`src/rtl/stack_proc_pkg.sv`:
```
// Shared encodings for the stack-processor control unit: opcodes, stack/mux codes,
// sequencer states and instruction field positions.
package stack_proc_pkg;

  localparam int INSTR_W = 16;
  localparam int OPC_MSB = 15;
  localparam int OPC_LSB = 12;
  localparam int IMM_MSB = 11;
  localparam int IMM_LSB = 0;
  localparam int ALU_MSB = 3;
  localparam int ALU_LSB = 0;

  localparam logic [3:0] OP_NOP   = 4'd0;
  localparam logic [3:0] OP_PUSHI = 4'd1;
  localparam logic [3:0] OP_POP   = 4'd2;
  localparam logic [3:0] OP_ALU   = 4'd3;
  localparam logic [3:0] OP_JMP   = 4'd4;
  localparam logic [3:0] OP_JZ    = 4'd5;
  localparam logic [3:0] OP_HALT  = 4'd6;

  localparam logic [2:0] SOP_HOLD  = 3'd0;
  localparam logic [2:0] SOP_PUSH  = 3'd1;
  localparam logic [2:0] SOP_POP   = 3'd2;
  localparam logic [2:0] SOP_BINOP = 3'd3;

  localparam logic [2:0] MUX_ALU = 3'd0;
  localparam logic [2:0] MUX_IMM = 3'd1;

  typedef enum logic [1:0] {
    ST_FETCH = 2'd0,
    ST_EXEC  = 2'd1,
    ST_HALT  = 2'd2,
    ST_TRAP  = 2'd3
  } state_t;

  function automatic logic [INSTR_W-1:0] sext_imm12(input logic [11:0] imm12);
    return {{(INSTR_W-12){imm12[11]}}, imm12};
  endfunction

endpackage

```
`src/rtl/stack_decoder.sv`:
```
// Combinational decode of the instruction register into one cycle of datapath
// control; every output is idle unless exec is high.
module stack_decoder
  import stack_proc_pkg::*;
(
  input  logic                exec,
  input  logic [INSTR_W-1:0]  ir,
  input  logic [15:0]         top_a,
  output logic [2:0]          stack_op,
  output logic [3:0]          alu_op,
  output logic [2:0]          mux_selector,
  output logic [15:0]         immediate,
  output logic                branch_taken,
  output logic                is_alu,
  output logic                is_halt,
  output logic                is_illegal
);

  logic [3:0]  opcode;
  logic [11:0] imm12;

  assign opcode = ir[OPC_MSB:OPC_LSB];
  assign imm12  = ir[IMM_MSB:IMM_LSB];

  always_comb begin
    stack_op     = SOP_HOLD;
    alu_op       = 4'd0;
    mux_selector = MUX_ALU;
    immediate    = 16'd0;
    branch_taken = 1'b0;
    is_alu       = 1'b0;
    is_halt      = 1'b0;
    is_illegal   = 1'b0;
    if (exec) begin
      // Illegal opcodes leave every control idle, including the immediate.
      if (opcode > OP_HALT) begin
        is_illegal = 1'b1;
      end else begin
        immediate = sext_imm12(imm12);
        case (opcode)
          OP_PUSHI: begin
            stack_op     = SOP_PUSH;
            mux_selector = MUX_IMM;
          end
          OP_POP: stack_op = SOP_POP;
          OP_ALU: begin
            stack_op     = SOP_BINOP;
            mux_selector = MUX_ALU;
            alu_op       = ir[ALU_MSB:ALU_LSB];
            is_alu       = 1'b1;
          end
          OP_JMP: branch_taken = 1'b1;
          OP_JZ: begin
            stack_op     = SOP_POP;
            branch_taken = (top_a == 16'd0);
          end
          OP_HALT: is_halt = 1'b1;
          default: ;
        endcase
      end
    end
  end

endmodule

```
`src/rtl/stack_control_unit.sv`:
```
// Fetch/execute sequencer for the stack processor. Defining OVERFLOW_TRAP_EN makes
// an ALU overflow during execute trap instead of advancing.
//
// state    | meaning
// ST_FETCH | request instruction at pc, wait for ack
// ST_EXEC  | one cycle of decoded controls, pc update
// ST_HALT  | HALT executed, idle until reset
// ST_TRAP  | illegal opcode or overflow, idle until reset
module stack_control_unit
  import stack_proc_pkg::*;
#(
  parameter int PC_W     = 12,
  parameter int RESET_PC = 0
) (
  input  logic            CLK,
  input  logic            reset,
  output logic            imem_req,
  output logic [PC_W-1:0] imem_addr,
  input  logic            imem_ack,
  input  logic [15:0]     imem_data,
  input  logic [15:0]     top_a,
  input  logic            overflow,
  output logic [2:0]      stackOP,
  output logic [3:0]      aluOP,
  output logic [2:0]      mux_selector,
  output logic [15:0]     immediate,
  output logic [PC_W-1:0] pc,
  output logic            halted,
  output logic            trap
);

  state_t             state_q, state_d;
  logic [PC_W-1:0]    pc_q, pc_d;
  logic [INSTR_W-1:0] ir_q, ir_d;

  logic            exec;
  logic            branch_taken;
  logic            is_alu;
  logic            is_halt;
  logic            is_illegal;
  logic            ovf_trap;
  logic [PC_W-1:0] branch_target;

  assign exec          = (state_q == ST_EXEC);
  assign branch_target = PC_W'(ir_q[IMM_MSB:IMM_LSB]);

  stack_decoder u_decoder (
    .exec         (exec),
    .ir           (ir_q),
    .top_a        (top_a),
    .stack_op     (stackOP),
    .alu_op       (aluOP),
    .mux_selector (mux_selector),
    .immediate    (immediate),
    .branch_taken (branch_taken),
    .is_alu       (is_alu),
    .is_halt      (is_halt),
    .is_illegal   (is_illegal)
  );

`ifdef OVERFLOW_TRAP_EN
  assign ovf_trap = is_alu & overflow;
`else
  logic unused_overflow;
  assign unused_overflow = overflow | is_alu;
  assign ovf_trap        = 1'b0;
`endif

  always_ff @(posedge CLK or negedge reset) begin
    if (!reset) begin
      state_q <= ST_FETCH;
      pc_q    <= PC_W'(RESET_PC);
      ir_q    <= '0;
    end else begin
      state_q <= state_d;
      pc_q    <= pc_d;
      ir_q    <= ir_d;
    end
  end

  always_comb begin
    state_d = state_q;
    pc_d    = pc_q;
    ir_d    = ir_q;
    case (state_q)
      ST_FETCH: begin
        if (imem_ack) begin
          ir_d    = imem_data;
          state_d = ST_EXEC;
        end
      end
      ST_EXEC: begin
        // Halting and trapping instructions keep pc on themselves.
        if (is_illegal || ovf_trap) begin
          state_d = ST_TRAP;
        end else if (is_halt) begin
          state_d = ST_HALT;
        end else begin
          pc_d    = branch_taken ? branch_target : pc_q + PC_W'(1);
          state_d = ST_FETCH;
        end
      end
      ST_HALT: state_d = ST_HALT;
      ST_TRAP: state_d = ST_TRAP;
      default: state_d = ST_FETCH;
    endcase
  end

  // Gating with reset drops the request immediately on reset assertion.
  assign imem_req  = (state_q == ST_FETCH) && reset;
  assign imem_addr = pc_q;
  assign pc        = pc_q;
  assign halted    = (state_q == ST_HALT);
  assign trap      = (state_q == ST_TRAP);

endmodule

```
`config.mk`:
```
export PLATFORM = sky130hd
export DESIGN_NAME = stack_control_unit
export DESIGN_NICKNAME = d
export VERILOG_FILES = /design/src/rtl/stack_proc_pkg.sv /design/src/rtl/stack_decoder.sv /design/src/rtl/stack_control_unit.sv
export SDC_FILE = /design/constraint.sdc
export NUM_CORES = 1
export LEC_CHECK = 0
export BUFFER_PORTS_ARGS = -buffer_cell sky130_fd_sc_hd__clkbuf_2
export CORE_AREA = 2 2 67 69
export DETAILED_ROUTE_END_ITERATION = 12
export DIE_AREA = 0 0 69 71
export PLACE_DENSITY = 0.77
export SETUP_SLACK_MARGIN = 0.5
export SLEW_MARGIN = 10
export SYNTH_ARGS = -nofsm -noshare
export SYNTH_HDL_FRONTEND = slang
export SYNTH_SLANG_ARGS = --single-unit
```
`constraint.sdc`:
```
create_clock -name CLK -period 4.2 [get_ports CLK]
set_clock_uncertainty 0.2 [all_clocks]
set_input_delay 0.63 -clock CLK [delete_from_list [all_inputs] [get_ports CLK]]
set_output_delay 0.63 -clock CLK [all_outputs]
set_load 0.1 [all_outputs]
```
=== After elaboration in Yosys (flattened, before gate mapping) ===
Cells that the tools add are included.

* Register bits after elaboration: 30
* Bits in latches: 0
* Bits in writable memories: 0
* Memory bits (read-only): 0
* Output and inout port bits: 53
* Memories kept: 0

* Add/subtract/negate cells: 1
* $mul: 0
* Divide/modulo/power cells: 0
* Order comparisons: 1
* Equality and inequality tests: 10
* Shift operators: 0
* Mux-type cells: 24
* Bitwise operators: 2
* Reduce and logical (&&, ||, !) cells: 6

{| class="wikitable"
|+ Operator list
! kind !! count
|-
| 2-to-1 mux 16 bit || 2
|-
| zero test 16 bit || 1
|-
| adder 12 x 1 -> 12 bit, second input constant || 1
|-
| equality test 4 x 3 -> 1 bit, second input constant || 3
|-
| 2-to-1 mux 12 bit || 1
|-
| 2-to-1 mux 3 bit || 4
|-
| 2-to-1 mux 4 bit || 3
|-
| equality test 4 x 2 -> 1 bit, second input constant || 2
|-
| 2-to-1 mux 1 bit || 8
|-
| case mux 2 bit (4 select lines) || 1
|-
| 2-to-1 mux 2 bit || 3
|-
| case mux 2 bit (3 select lines) || 1
|-
| equality test 2 bit, second input constant || 2
|-
| equality test 4 x 1 -> 1 bit, second input constant || 1
|-
| greater-than comparator 4 x 3 -> 1 bit, second input constant || 1
|-
| AND reduction 3 bit || 1
|-
| equality test 2 x 1 -> 1 bit, second input constant || 1
|-
| zero test 2 bit || 1
|-
| inequality test 2 bit, second input constant || 1
|-
| NOT 1 bit || 2
|-
| case mux 1 bit (2 select lines) || 1
|-
| AND reduction 2 bit || 1
|-
| OR reduction 2 bit || 1
|-
| logical AND 1 bit || 1
|}

=== Depth between registers and ports, before layout ===
* Word-level depth: 7
* Gate-level depth with buffers: 7
* Depth with buffers taken out: 6

=== Cells and area by module ===
Synthesis repeated with hierarchy kept, for this count alone.

* Cells, all modules: 195
* Area total of the unflattened synthesis: 1914.3 um^2

{| class="wikitable"
|+ By module, submodules not included
! module !! times used !! cells an instance !! area an instance (um^2) !! seq. area each (um^2)
|-
| stack_control_unit || 1 || 151 || 1602.8 || 750.7
|-
| stack_decoder || 1 || 44 || 311.5 || 0.0
|}

=== Worst setup path after synthesis ===
No wires, ideal clock.

* Path type: reg2out
* Start point: reg ir_q[15]
* End point: out aluOP[0]
* Arrival time: 4.010 ns
* Data required time: 3.370 ns
* Setup slack: -0.640 ns
* Cell stages (with the launch flop): 4
* Cells stage by stage: dfrtp_1 -> or3b_1 -> nor3_1 -> and3_1

* Longest elaborated chain between the ends: 4
* Elaborated cells between the ends (all ways): 5
* Those cells by class: order compare: 1; eq/ne: 1; mux: 3

{| class="wikitable"
|+ RTL lines
! item !! line !! RTL
|-
| start: declaration || stack_control_unit.sv:34 || <nowiki>logic [INSTR_W-1:0] ir_q, ir_d;</nowiki>
|-
| start signal: assignment || stack_control_unit.sv:77 || <nowiki>ir_q <= ir_d;</nowiki>
|-
| branches (longest 2 deep; another with greater-than comparator 4 x 3 -> 1 bit) || -- ||
|-
| 2-to-1 mux 4 bit * || stack_decoder.sv:36 || <nowiki>if (opcode > OP_HALT) begin</nowiki>
|-
| 2-to-1 mux 4 bit * || stack_decoder.sv:34 || <nowiki>if (exec) begin</nowiki>
|-
| end: declaration || stack_control_unit.sv:24 || <nowiki>output logic [3:0] aluOP,</nowiki>
|}

Mark *: on every way between the ends.

=== Final worst setup path ===
* Start point: reg ir_q[15]
* End point: out immediate[0]

* Longest elaborated chain between the ends: 3

{| class="wikitable"
|+ RTL lines
! item !! line !! RTL
|-
| greater-than comparator 4 x 3 -> 1 bit || stack_decoder.sv:36 ||
|-
| 2-to-1 mux 16 bit || stack_decoder.sv:36 ||
|-
| 2-to-1 mux 16 bit || stack_decoder.sv:34 ||
|-
| end: declaration || stack_control_unit.sv:26 || <nowiki>output logic [15:0] immediate,</nowiki>
|}

No other way between the ends.

==> impl_metrics.tcl <==
set metrics [dict create \
    run_status "finished clean" \
    synth_sequential_area_ratio_pct 40.7 \
    detail_route.wl_per_cell_um 13.4 \
    rr_endpoint "imem_addr[2]" \
    critical_path.slowest_cell "sky130_fd_sc_hd__a31oi_1" \
    clock-root-buffer "sky130_fd_sc_hd__clkbuf_8" \
    clock_tree_from_tritoncts "built" \
    floorplan.initialDensity_pct 43.8 \
    die_area_sq_um 4900 \
    worst_slew_pin_slew_ns 0.758 \
    layout.core_utilization_pct 53.7 \
    relSlewSlack_pct 49.4 \
    number_of_pins_with_negative_max_slew_slack_in_the_final_report 0 \
    grt_remaining_overflow 0 \
    largest_net_degree_at_the_start_of_global_routing 32 \
    dominantRegCellSynth "sky130_fd_sc_hd__dfrtp_1" \
    maxCapViolations 0 \
    postCtsSetupBuffers 0 \
    worst_hold_path_type "in -> async" \
    postRouteWirelength_um 4140 \
    gr-usage-all-layers_pct 17.9 \
    area_growth_syn_to_layout_pct 22.5 \
    timing.critical_path.to_type "primary output" \
    detailed_place_hpwl_um 3110 \
    clk_pin_slew_worst_paths_ns 0.06 \
    crit_path_start_kind "register" \
    critical_path.n_buffers_inverters 2 \
    rows 24 \
    die_height_um 71 \
    place_ws_ns 1.10 \
    routabilityCongestion 0.758 \
    via_count 1593 \
    post_synth_num_cell_types 43 \
    synth_top_family_by_area "simple AND/OR/NAND/NOR gates" \
    synthCells 190 \
    total_power_w 0.00163 \
    finalCritPeriodShare_pct 81.1 \
    critical-path-top-delay-family "buffers and inverters" \
    synth.mux.area_fraction_pct 11.9 \
    post_synth_and_or_nand_nor_area_fraction_pct 21.1 \
    layout_min_cycle_time_ns 3.41 \
    worstReg2RegStart "ir_q[15]" \
    timing.reg2reg.worst_path_depth 4 \
    commonest_non_fill_non_tap_cells_in_the_layout "sky130_fd_sc_hd__clkbuf_2 (84), sky130_fd_sc_hd__dfrtp_1 (30), sky130_fd_sc_hd__nand2_1 (17), sky130_fd_sc_hd__mux2_2 (15), sky130_fd_sc_hd__and2_1 (14)" \
    drtAntennaViolNets 0 \
    first_pass_grt_wire_length_um 7040 \
    detailed_router_s_first_iteration_violation_count 32 \
    portBuffers 84 \
    die_x_um 69 \
    fill_cells 407 \
    drc 0 \
    postSynthRegisterBits 30 \
    timing.fmax_mhz 293 \
    final-setup-viol-count 0 \
    power_leakage_nw 1.15 \
    drtPass1Iterations 4 \
    synth_area_per_cell_sq_um 9.70 \
    irDropWorstVdd_mv 0.414 \
    synth_xor_area_share_pct 0 \
    final_net_count 293 \
    slowest_delay_ns 0.55 \
    synth_compound_gate_area_share_pct 13.6 \
    reg2reg_setup_slack_ns 1.89 \
    timing.critical_path.fanout_max 8 \
    synth-edff-count 0 \
    grt_pass1_vias 1535 \
    layout.cells.most_common "sky130_fd_sc_hd__clkbuf_2" \
    final_critical_path_setup_slack_ns 0.792 \
    cp_data_required_time_ns 3.37 \
    rsz_0062_raised_after_global_routing "false" \
    placeableCoreArea_sq_um 4200 \
    clockBufferDepth 2 \
    worst_skew_pair.late_latency_ns 0.29 \
    numCtsBuffers 5 \
    crit_path_cell_trace "or3b_1 > a31oi_1 > buf_4 > and2_1 > clkbuf_2" \
    post_synth_fa_ha_maj_area_fraction_pct 0.679 \
    ys_async_sr_fraction_pct 100 \
    synthesis.area_sq_um 1840 \
    tns_ns 0 \
    via_per_inst 5.16 \
    antenna_found_initial 0 \
    io_pins 89 \
    hold_violations 0 \
    crit_type "reg -> out" \
    diodes 0 \
    synth-warning-count 0 \
    post_cts_hold_buffer_count 0 \
    layout_cell_share_with_drive_strength_beyond_1_pct 45.5 \
    cts.htree.levels 2 \
    post_cts_resize_count 0 \
    powerDensity_nw_per_um2 721 \
    count_of_clock_tree_sinks 30 \
    cp_data_arrival_time_ns 2.58 \
]
## how the worst max path moves through the flow
stage                   from           end  slack (ns)  cells past startpoint
floorplan           ir_q[15]      aluOP[0]        0.79                      3
detailed placement  ir_q[15]  immediate[0]        1.10                      5
CTS                 ir_q[15]  immediate[0]        0.77                      5
finish              ir_q[15]  immediate[0]        0.79                      5
global placement    ir_q[15]  immediate[1]        1.14                      5
global route        ir_q[15]  immediate[6]        0.66                      5
## sequential cells by signal, summed over array words and instances (netlist names)
register and count:
imem_addr 12, state_q 2, ir_q 16
## synthesized netlist by cell type (all sizes together) (4+ instances only)
library cell  number  area share, %
nor4               6            2.0
dfrtp             30             41
mux2              15            9.2
and3               7            2.4
a21oi              9            3.9
nand3              8            2.2
buf               27             11
and2              14            4.8
inv                4           0.81
nor2               9            1.8
nand2             17            3.5
mux2i              5            2.7
o21ai              7            2.1
## routing by layer
layer / global-route usage (%) / vias to the layer above / routed length (um)
met5: 0 / - / 0
met4: 5.88 / 0 / 56
met3: 4.70 / 6 / 228
met2: 30.1 / 50 / 2020
met1: 22.6 / 757 / 1840
li1: - / 780 / -
## power by group
| group | internal [W] | switching, W | leakage [nW] |
|---|---|---|---|
| Sequential | 0.000402 | 0.000150 | 0.342 |
| Clock | 0.000132 | 0.000107 | 0.0482 |
| Combinational | 0.000167 | 0.000672 | 0.755 |
## per-stage QoR
stage / hold slack [ns] / cells / instance area [sq um]
floorplan: 0.134 / 192 / 1870
finish: 0.148 / 309 / 2260
global placement: 0.308 / 301 / 2170
detailed placement: 0.314 / 301 / 2170
global route: 0.179 / 309 / 2260
CTS: 0.159 / 309 / 2260
## final cells by class
cell class	count	area, sq um	share of cell area (%)
Clock buffer	7	86.3	3.82
Tap cell	52	65.1	2.88
Multi-Input combinational cell	129	901	39.9
Clock inverter	1	5.00	0.222
Timing Repair Buffer	86	435	19.3
Inverter	4	15.0	0.665
Sequential cell	30	751	33.2
## logic make-up (layout without fill, tap and decap cells)
| family | Yosys count | after routing |
|---|---|---|
| compound gates | 32 | 32 |
| fa+ha+maj | 1 | 1 |
| buf+inv | 33 | 98 |
| flops | 30 | 30 |
| mux | 20 | 20 |
| other cells | 1 | 3 |
| simple gates | 73 | 73 |
(Power assumes the default switching activity.)
